--- config.mk ---
export PLATFORM = sky130hd
export DESIGN_NAME = mv_writeback
export DESIGN_NICKNAME = d
export VERILOG_FILES = /design/src/rtl/npu_pkg.sv /design/src/rtl/requant_unit.sv /design/src/rtl/mv_writeback.sv
export SDC_FILE = /design/constraint.sdc
export NUM_CORES = 1
export LEC_CHECK = 0
export BUFFER_PORTS_ARGS = -buffer_cell sky130_fd_sc_hd__buf_2
export CORE_MARGIN = 2
export CORE_UTILIZATION = 40
export CTS_CLUSTER_SIZE = 12
export DETAILED_ROUTE_END_ITERATION = 7
export PLACE_DENSITY_LB_ADDON = 0.1
export SLEW_MARGIN = 15
export SYNTH_ARGS = -nofsm -noshare
export SYNTH_HDL_FRONTEND = slang
export SYNTH_SLANG_ARGS = --single-unit
--- constraint.sdc ---
create_clock -name clk -period 9.32 [get_ports clk]
set_clock_uncertainty 0.05 [all_clocks]
set_input_delay 0.466 -clock clk [delete_from_list [all_inputs] [get_ports clk]]
set_output_delay 0.466 -clock clk [all_outputs]
set_load 0.05 [all_outputs]
--- src/rtl/npu_pkg.sv ---
// ============================================================================
// Module   : npu_pkg
// Brief    : Shared sizes, types and FSM encoding for the MV write-back path.
// Revision : 1.0 - initial release
// ============================================================================
`default_nettype none

package npu_pkg;

    localparam int IDATAW      = 8;
    localparam int LANES       = 4;
    localparam int BATCH       = 2;
    localparam int ACCUM_DATAW = 32;
    localparam int NUM_ATOMS   = 4;
    localparam int MV_RF_DEPTH = 512;

    localparam int MV_RF_ADDRW = $clog2(MV_RF_DEPTH);
    localparam int ATOM_IDW    = (NUM_ATOMS > 1) ? $clog2(NUM_ATOMS) : 1;
    localparam int CNTW        = 16;
    localparam int SHIFTW      = $clog2(ACCUM_DATAW);
    localparam int LANE_IDW    = (LANES > 1) ? $clog2(LANES) : 1;
    localparam int BEATW       = (BATCH > 1) ? $clog2(BATCH) : 1;

    localparam int SAT_MAX = (2 ** (IDATAW - 1)) - 1;
    localparam int SAT_MIN = -(2 ** (IDATAW - 1));

    typedef logic [BATCH-1:0][ACCUM_DATAW-1:0] accum_row_t;
    typedef logic [LANES-1:0][IDATAW-1:0]      rf_vec_t;

    typedef enum logic [1:0] {
        WB_IDLE  = 2'd0,
        WB_FILL  = 2'd1,
        WB_DRAIN = 2'd2,
        WB_DONE  = 2'd3
    } wb_state_t;

endpackage

`default_nettype wire

--- src/rtl/requant_unit.sv ---
// ============================================================================
// Module   : requant_unit
// Brief    : One-element round / arithmetic shift / saturate to IDATAW.
//            Optional ReLU clamp when MV_WRITEBACK_RELU_EN is defined.
// Revision : 1.0 - initial release
// ============================================================================
`default_nettype none

module requant_unit
    import npu_pkg::*;
(
    input  logic [ACCUM_DATAW-1:0] x_i,
    input  logic [SHIFTW-1:0]      shift_i,
    output logic [IDATAW-1:0]      y_o
);

    localparam logic signed [ACCUM_DATAW:0] c_sat_max = (ACCUM_DATAW + 1)'(SAT_MAX);
    localparam logic signed [ACCUM_DATAW:0] c_sat_min = (ACCUM_DATAW + 1)'(SAT_MIN);

    logic signed [ACCUM_DATAW:0] w_x_ext;
    logic signed [ACCUM_DATAW:0] w_round;
    logic signed [ACCUM_DATAW:0] w_sum;
    logic signed [ACCUM_DATAW:0] w_shifted;
    logic        [IDATAW-1:0]    w_sat;

    // One guard bit keeps x + round from overflowing before the shift.
    always_comb begin
        w_x_ext = {x_i[ACCUM_DATAW-1], x_i};
        w_round = '0;
        if (shift_i != '0) begin
            w_round = (ACCUM_DATAW + 1)'(1) << (shift_i - SHIFTW'(1));
        end
        w_sum     = w_x_ext + w_round;
        w_shifted = w_sum >>> shift_i;

        if (w_shifted > c_sat_max) begin
            w_sat = c_sat_max[IDATAW-1:0];
        end else if (w_shifted < c_sat_min) begin
            w_sat = c_sat_min[IDATAW-1:0];
        end else begin
            w_sat = w_shifted[IDATAW-1:0];
        end

`ifdef MV_WRITEBACK_RELU_EN
        y_o = w_sat[IDATAW-1] ? '0 : w_sat;
`else
        y_o = w_sat;
`endif
    end

endmodule

`default_nettype wire

--- src/rtl/mv_writeback.sv ---
// ============================================================================
// Module   : mv_writeback
// Brief    : Drains accumulator rows, requantizes, packs LANES rows per batch
//            item and writes the vectors back into the slice MV register file.
//            Build option: MV_WRITEBACK_RELU_EN (ReLU after saturation).
// Revision : 1.0 - initial release
// ============================================================================
`default_nettype none

module mv_writeback
    import npu_pkg::*;
(
    input  logic                   clk,
    input  logic                   rst,
    input  logic                   i_cmd_valid,
    output logic                   o_cmd_ready,
    input  logic [MV_RF_ADDRW-1:0] i_cmd_base,
    input  logic [ATOM_IDW-1:0]    i_cmd_wid,
    input  logic [CNTW-1:0]        i_cmd_rows,
    input  logic [SHIFTW-1:0]      i_cmd_shift,
    input  accum_row_t             i_ofifo_data,
    input  logic                   i_ofifo_ready,
    output logic                   o_ofifo_ren,
    output logic [MV_RF_ADDRW-1:0] o_waddr,
    output logic [ATOM_IDW-1:0]    o_wid,
    output rf_vec_t                o_wdata,
    output logic                   o_wvalid,
    output logic                   o_busy,
    output logic                   o_done
);

    localparam logic [LANE_IDW-1:0] c_last_lane = LANE_IDW'(LANES - 1);
    localparam logic [BEATW-1:0]    c_last_beat = BEATW'(BATCH - 1);

    wb_state_t              state_q, state_d;
    logic [MV_RF_ADDRW-1:0] grp_addr_q, grp_addr_d;
    logic [ATOM_IDW-1:0]    wid_q, wid_d;
    logic [CNTW-1:0]        rows_q, rows_d;
    logic [CNTW-1:0]        rows_done_q, rows_done_d;
    logic [SHIFTW-1:0]      shift_q, shift_d;
    logic [LANE_IDW-1:0]    lane_q, lane_d;
    logic [BEATW-1:0]       beat_q, beat_d;
    rf_vec_t                buf_q [BATCH];
    rf_vec_t                buf_d [BATCH];
    logic [MV_RF_ADDRW-1:0] waddr_q, waddr_d;
    logic [ATOM_IDW-1:0]    wid_out_q, wid_out_d;
    rf_vec_t                wdata_q, wdata_d;
    logic                   wvalid_q, wvalid_d;
    logic                   done_q, done_d;

    logic [BATCH-1:0][IDATAW-1:0] w_rq;

    for (genvar b = 0; b < BATCH; b++) begin : g_requant
        requant_unit u_requant (
            .x_i     (i_ofifo_data[b]),
            .shift_i (shift_q),
            .y_o     (w_rq[b])
        );
    end

    always_comb begin
        state_d     = state_q;
        grp_addr_d  = grp_addr_q;
        wid_d       = wid_q;
        rows_d      = rows_q;
        rows_done_d = rows_done_q;
        shift_d     = shift_q;
        lane_d      = lane_q;
        beat_d      = beat_q;
        buf_d       = buf_q;
        waddr_d     = waddr_q;
        wid_out_d   = wid_out_q;
        wdata_d     = wdata_q;
        wvalid_d    = 1'b0;
        done_d      = 1'b0;
        o_ofifo_ren = 1'b0;

        case (state_q)
            WB_IDLE: begin
                if (i_cmd_valid) begin
                    grp_addr_d  = i_cmd_base;
                    wid_d       = i_cmd_wid;
                    rows_d      = i_cmd_rows;
                    shift_d     = i_cmd_shift;
                    rows_done_d = '0;
                    lane_d      = '0;
                    beat_d      = '0;
                    for (int b = 0; b < BATCH; b++) buf_d[b] = '0;
                    state_d = (i_cmd_rows == '0) ? WB_DONE : WB_FILL;
                end
            end
            WB_FILL: begin
                o_ofifo_ren = i_ofifo_ready;
                if (i_ofifo_ready) begin
                    for (int b = 0; b < BATCH; b++) buf_d[b][lane_q] = w_rq[b];
                    lane_d      = lane_q + LANE_IDW'(1);
                    rows_done_d = rows_done_q + CNTW'(1);
                    if (lane_q == c_last_lane || rows_done_d == rows_q) begin
                        beat_d  = '0;
                        state_d = WB_DRAIN;
                    end
                end
            end
            WB_DRAIN: begin
                // Address wrap relies on MV_RF_DEPTH being a power of two.
                wvalid_d  = 1'b1;
                wdata_d   = buf_q[beat_q];
                waddr_d   = grp_addr_q + MV_RF_ADDRW'(beat_q);
                wid_out_d = wid_q;
                beat_d    = beat_q + BEATW'(1);
                if (beat_q == c_last_beat) begin
                    for (int b = 0; b < BATCH; b++) buf_d[b] = '0;
                    grp_addr_d = grp_addr_q + MV_RF_ADDRW'(BATCH);
                    lane_d     = '0;
                    state_d    = (rows_done_q == rows_q) ? WB_DONE : WB_FILL;
                end
            end
            WB_DONE: begin
                done_d  = 1'b1;
                state_d = WB_IDLE;
            end
            default: state_d = WB_IDLE;
        endcase
    end

    always_ff @(posedge clk) begin
        if (rst) begin
            state_q     <= WB_IDLE;
            grp_addr_q  <= '0;
            wid_q       <= '0;
            rows_q      <= '0;
            rows_done_q <= '0;
            shift_q     <= '0;
            lane_q      <= '0;
            beat_q      <= '0;
            for (int b = 0; b < BATCH; b++) buf_q[b] <= '0;
            waddr_q     <= '0;
            wid_out_q   <= '0;
            wdata_q     <= '0;
            wvalid_q    <= 1'b0;
            done_q      <= 1'b0;
        end else begin
            state_q     <= state_d;
            grp_addr_q  <= grp_addr_d;
            wid_q       <= wid_d;
            rows_q      <= rows_d;
            rows_done_q <= rows_done_d;
            shift_q     <= shift_d;
            lane_q      <= lane_d;
            beat_q      <= beat_d;
            for (int b = 0; b < BATCH; b++) buf_q[b] <= buf_d[b];
            waddr_q     <= waddr_d;
            wid_out_q   <= wid_out_d;
            wdata_q     <= wdata_d;
            wvalid_q    <= wvalid_d;
            done_q      <= done_d;
        end
    end

    assign o_cmd_ready = (state_q == WB_IDLE);
    assign o_busy      = (state_q != WB_IDLE);
    assign o_waddr     = waddr_q;
    assign o_wid       = wid_out_q;
    assign o_wdata     = wdata_q;
    assign o_wvalid    = wvalid_q;
    assign o_done      = done_q;

endmodule

`default_nettype wire

==> impl_results.html <==
<table>
<tr><th>Metric</th><th>Value</th></tr>
<tr><th colspan="2">Status</th></tr>
<tr><td>Run status</td><td>completed</td></tr>
<tr><th colspan="2">Final layout</th></tr>
<tr><td>Ant. Diodes</td><td>0</td></tr>
<tr><td>Post-route non-filler standard cell count</td><td>3,282</td></tr>
<tr><td>Area growth syn-to-layout</td><td>8.811%</td></tr>
<tr><td>Final Util</td><td>0.4422</td></tr>
<tr><td>Most common cell after layout, fill and taps aside</td><td>sky130_fd_sc_hd__nand2_1</td></tr>
<tr><td>Layout cells sized above 1</td><td>0.1279</td></tr>
<tr><td>Multi-input gate area</td><td>14,790 sq um</td></tr>
<tr><td>Fillcell total</td><td>4,899</td></tr>
<tr><td>Top library cells by usage in the layout, fill and taps aside</td><td>sky130_fd_sc_hd__nand2_1, sky130_fd_sc_hd__nor2_1, sky130_fd_sc_hd__a21oi_1</td></tr>
<tr><td>Net count of the finished layout</td><td>2,812</td></tr>
<tr><td>Register Area</td><td>3253 sq um</td></tr>
<tr><th colspan="2">Critical path</th></tr>
<tr><td>Arrival time of the worst setup path</td><td>8450 ps</td></tr>
<tr><td>Worst EP required</td><td>9630 ps</td></tr>
<tr><td>Internal reg-to-reg setup slack</td><td>1180 ps</td></tr>
<tr><td>Worst setup path class</td><td>reg2reg</td></tr>
<tr><td>Startpoint kind of the worst setup timing path</td><td>register</td></tr>
<tr><td>Maximum fanout count along the critical path</td><td>17</td></tr>
<tr><td>Type of destination of the critical path</td><td>register</td></tr>
<tr><th colspan="2">Run</th></tr>
<tr><td>Number of max-cap violations</td><td>0</td></tr>
<tr><th colspan="2">Global routing</th></tr>
<tr><td>GR Layer Usage met3</td><td>0.04691</td></tr>
<tr><td>M2 GR Usage</td><td>0.5576</td></tr>
<tr><td>GRT Util Overall</td><td>0.3454</td></tr>
<tr><td>Final global-route overflow total</td><td>0</td></tr>
<tr><td>First-pass GRT wire length</td><td>131,600 microns</td></tr>
<tr><td>Busiest layer in global routing</td><td>met2</td></tr>
<tr><td>Number of antenna violations at the first check in global routing</td><td>1</td></tr>
<tr><td>Routing usage on met1</td><td>0.4431</td></tr>
<tr><td>Number of global-route vias before repair</td><td>20,748</td></tr>
<tr><td>Maximum number of pins on one net before global-route repair</td><td>93</td></tr>
<tr><th colspan="2">Logic synthesis</th></tr>
<tr><td>Library cell occupying the most area in the post-synthesis netlist</td><td>sky130_fd_sc_hd__dfxtp_1</td></tr>
<tr><td>Dominant synthesized flop cell</td><td>sky130_fd_sc_hd__dfxtp_1</td></tr>
<tr><td>Simple-Gate Fraction of Synth Area</td><td>0.2701</td></tr>
<tr><td>Cells after Synth</td><td>2,654</td></tr>
<tr><td>Post-synthesis instance area</td><td>19,000 sq um</td></tr>
<tr><td>Sequential-to-total area share from yosys stat</td><td>0.1707</td></tr>
<tr><td>Share of the synthesized area in compound gates (AO/OA/AOI/OAI)</td><td>0.3563</td></tr>
<tr><td>Unique masters post-synth</td><td>116</td></tr>
<tr><td>Area fraction of the dominant cell type after synthesis</td><td>0.1707</td></tr>
<tr><td>Number of storage elements in the synthesis netlist</td><td>162</td></tr>
<tr><td>Per-instance average area after synthesis</td><td>7.159 sq um</td></tr>
<tr><td>Dominant combinational cell family by area after synthesis</td><td>compound AO/OA/AOI/OAI gates</td></tr>
<tr><td>Share of synthesized registers carrying an async set or reset</td><td>0</td></tr>
<tr><td>Dominant cells by area after synthesis</td><td>sky130_fd_sc_hd__dfxtp_1, sky130_fd_sc_hd__nand2_1, sky130_fd_sc_hd__nor2_1</td></tr>
<tr><td>Fraction of synthesized area in multiplexers</td><td>0.06664</td></tr>
<tr><td>Post-synthesis share of cell area spent on full adders, half adders and majority gates</td><td>0.03819</td></tr>
<tr><td>Number of enable-type register cells in the synthesized netlist</td><td>0</td></tr>
<tr><td>Synth Warn #</td><td>0</td></tr>
<tr><td>Xor and xnor area share after synthesis</td><td>0.04596</td></tr>
<tr><th colspan="2">Floorplan</th></tr>
<tr><td>Y dimension of the die</td><td>222.0 microns</td></tr>
<tr><td>Site Rows</td><td>79</td></tr>
<tr><td>Die width</td><td>222.0 microns</td></tr>
<tr><td>I/O pin count</td><td>148</td></tr>
<tr><td>Die area</td><td>49,260 sq um</td></tr>
<tr><td>CORE AREA</td><td>46,750 sq um</td></tr>
<tr><td>Initial core utilization</td><td>0.4064</td></tr>
<tr><th colspan="2">Routing</th></tr>
<tr><td>Vias per cell</td><td>6.816</td></tr>
<tr><td>Average routed wire per standard cell</td><td>26.99 microns</td></tr>
<tr><td>Number of routed nets with antenna violations</td><td>0</td></tr>
<tr><td>Count of vias placed by the detailed router</td><td>22,371</td></tr>
<tr><td>Number of DRC violations after detailed routing</td><td>0</td></tr>
<tr><td>Routed wire length</td><td>88,580 microns</td></tr>
<tr><td>Drt initial violations</td><td>2,745</td></tr>
<tr><td>Drt pass-1 iters</td><td>8</td></tr>
<tr><th colspan="2">Power and ir drop</th></tr>
<tr><td>Static leakage power</td><td>0.008019 uW</td></tr>
<tr><td>Pwr dens</td><td>127.6 nW/um^2</td></tr>
<tr><td>Highest ir drop seen on vdd</td><td>0.1329 mV</td></tr>
<tr><td>Final Power</td><td>2639 uW</td></tr>
<tr><th colspan="2">Placement</th></tr>
<tr><td>Final HPWL from detailed placement</td><td>68,220 microns</td></tr>
<tr><td>Placed instance count</td><td>3,250</td></tr>
<tr><td>Global placer's final weighted congestion</td><td>0.9943</td></tr>
<tr><td>Number of buffer cells added on primary ports</td><td>147</td></tr>
<tr><th colspan="2">STA</th></tr>
<tr><td>Worst Tran Pin Value</td><td>1126 ps</td></tr>
<tr><td>Number of endpoints failing setup at the final stage</td><td>0</td></tr>
<tr><td>Final Hold Violating Endpoints</td><td>0</td></tr>
<tr><td>Max Freq</td><td>122.8 MHz</td></tr>
<tr><td>Share of the clock period used by the worst path after layout</td><td>0.8735</td></tr>
<tr><td>Final min period</td><td>8141 ps</td></tr>
<tr><td>Setup TNS after final layout</td><td>0 ps</td></tr>
<tr><td>Setup repair after global routing missed its margin</td><td>no</td></tr>
<tr><td>Final count of pins violating max slew</td><td>0</td></tr>
<tr><td>Normalized max-slew margin</td><td>0.2437</td></tr>
<tr><th colspan="2">CTS</th></tr>
<tr><td>Clock buffer count from CTS</td><td>17</td></tr>
<tr><td>H-tree depth</td><td>4</td></tr>
<tr><td>Bufs on Longest Clock Path</td><td>2</td></tr>
<tr><td>Number of sinks driven by the clock tree</td><td>162</td></tr>
<tr><td>Clock latency on the worst-skew pair</td><td>440 ps</td></tr>
<tr><td>TritonCTS clock tree</td><td>done</td></tr>
<tr><td>Quantity of hold-fixing buffers added after cts</td><td>0</td></tr>
<tr><td>Resized cells post-CTS</td><td>0</td></tr>
<tr><td>Clock transition at the registers of the reported paths</td><td>70 ps</td></tr>
<tr><td>Buffer count from post-CTS setup fixing</td><td>0</td></tr>
<tr><td>Clock Root Buffer</td><td>sky130_fd_sc_hd__clkbuf_16</td></tr>
<tr><th colspan="2">Hold path</th></tr>
<tr><td>Hold/Removal Path Class</td><td>in2reg</td></tr>
</table>
## power breakdown
| group | internal, uW | switching [uW] |
|---|---|---|
| Sequential | 726 | 37.7 |
| Combinational | 341 | 782 |
| Clock | 459 | 293 |
## cell families (layout without fill, tap and decap cells)
| logic type | Yosys count | count (layout) |
|---|---|---|
| buf+inv | 244 | 264 |
| compound gates | 940 | 940 |
| other cells | 1 | 2 |
| fa+ha+maj | 60 | 60 |
| mux | 113 | 113 |
| xor+xnor | 98 | 98 |
| flops | 162 | 162 |
| simple gates | 1036 | 1036 |
## worst paths after layout
path	from	to	cells past startpoint
worst max-delay path	shift_q[3]$_SDFFE_PP0P_	buf_q[40]$_SDFFE_PP0P_	20
worst min-delay path	i_cmd_wid[0]	wid_q[0]$_SDFFE_PP0P_	3
worst max register to register	shift_q[3]$_SDFFE_PP0P_	buf_q[40]$_SDFFE_PP0P_	20
worst min register to register	buf_q[51]$_SDFFE_PP0P_	buf_q[51]$_SDFFE_PP0P_	2
## registers in the layout, indices dropped and copies added (netlist names)
name         count
o_wdata         32
o_done           1
o_waddr          9
grp_addr_q       9
o_wid            2
rows_q          16
lane_q           2
beat_q           1
shift_q          5
state_q          2
rows_done_q     16
o_wvalid         1
buf_q           64
wid_q            2
## critical path, stage by stage, from the launching register on
cell	delay, ps
sky130_fd_sc_hd__dfxtp_2	530
sky130_fd_sc_hd__clkinv_1	590
sky130_fd_sc_hd__buf_4	410
sky130_fd_sc_hd__nor2_1	200
sky130_fd_sc_hd__nand2_1	240
sky130_fd_sc_hd__nor2_1	450
sky130_fd_sc_hd__ha_1	390
sky130_fd_sc_hd__a21oi_1	290
sky130_fd_sc_hd__nand2_1	100
sky130_fd_sc_hd__a311oi_1	590
sky130_fd_sc_hd__o221ai_1	510
sky130_fd_sc_hd__o31ai_2	630
sky130_fd_sc_hd__mux2i_1	580
sky130_fd_sc_hd__nor4_1	110
sky130_fd_sc_hd__or4_1	520
sky130_fd_sc_hd__and4b_1	350
sky130_fd_sc_hd__a21boi_0	230
sky130_fd_sc_hd__nand4_1	120
sky130_fd_sc_hd__o41ai_2	540
sky130_fd_sc_hd__nand3_1	370
sky130_fd_sc_hd__a22oi_1	260
## Yosys cell counts, types with 18 or more instances
cell type / n
sky130_fd_sc_hd__a21o_1: 37
sky130_fd_sc_hd__a221o_1: 39
sky130_fd_sc_hd__o21a_1: 23
sky130_fd_sc_hd__nand3_1: 82
sky130_fd_sc_hd__dfxtp_1: 162
sky130_fd_sc_hd__a211oi_1: 84
sky130_fd_sc_hd__nand2_1: 302
sky130_fd_sc_hd__buf_1: 30
sky130_fd_sc_hd__o21ai_0: 120
sky130_fd_sc_hd__a21oi_1: 179
sky130_fd_sc_hd__o211ai_1: 45
sky130_fd_sc_hd__o21ai_1: 40
sky130_fd_sc_hd__xor2_1: 30
sky130_fd_sc_hd__nand4_1: 34
sky130_fd_sc_hd__and2_1: 45
sky130_fd_sc_hd__o221ai_1: 18
sky130_fd_sc_hd__a22oi_1: 40
sky130_fd_sc_hd__or2_2: 21
sky130_fd_sc_hd__clkbuf_1: 154
sky130_fd_sc_hd__nor2_1: 273
sky130_fd_sc_hd__xnor2_1: 66
sky130_fd_sc_hd__o2111ai_1: 25
sky130_fd_sc_hd__nor3_1: 73
sky130_fd_sc_hd__and3_1: 39
sky130_fd_sc_hd__a21boi_0: 29
sky130_fd_sc_hd__inv_1: 34
sky130_fd_sc_hd__nor4_1: 30
sky130_fd_sc_hd__mux2i_1: 89
sky130_fd_sc_hd__a31oi_1: 34
sky130_fd_sc_hd__o22ai_1: 24
sky130_fd_sc_hd__ha_1: 50
## layer usage
layer | share of wire | wire [microns]
met1 | 0.41 | 36250
met2 | 0.45 | 39640
met3 | 0.081 | 7154
met4 | 0.062 | 5522
met5 | 0.00015 | 13
## stage by stage
stage	hold WS, ps	setup slack [ps]	area, sq um
detailed placement	393.6	1451	20040
global placement	386.5	1489	20040
global route	208.6	923.4	20670
floorplan	376.5	1876	19000
finish	209.9	1179	20670
CTS	189.9	1407	20670
## final cells by class
type,instances,area share
clock buffer,21,0.02179
clock inverter,11,0.008715
inverter,35,0.006354
multi-input combinational,2249,0.7152
sequential,162,0.1573
tap,607,0.03673
timing repair buffer,197,0.05386
(Power assumes the default switching activity.)
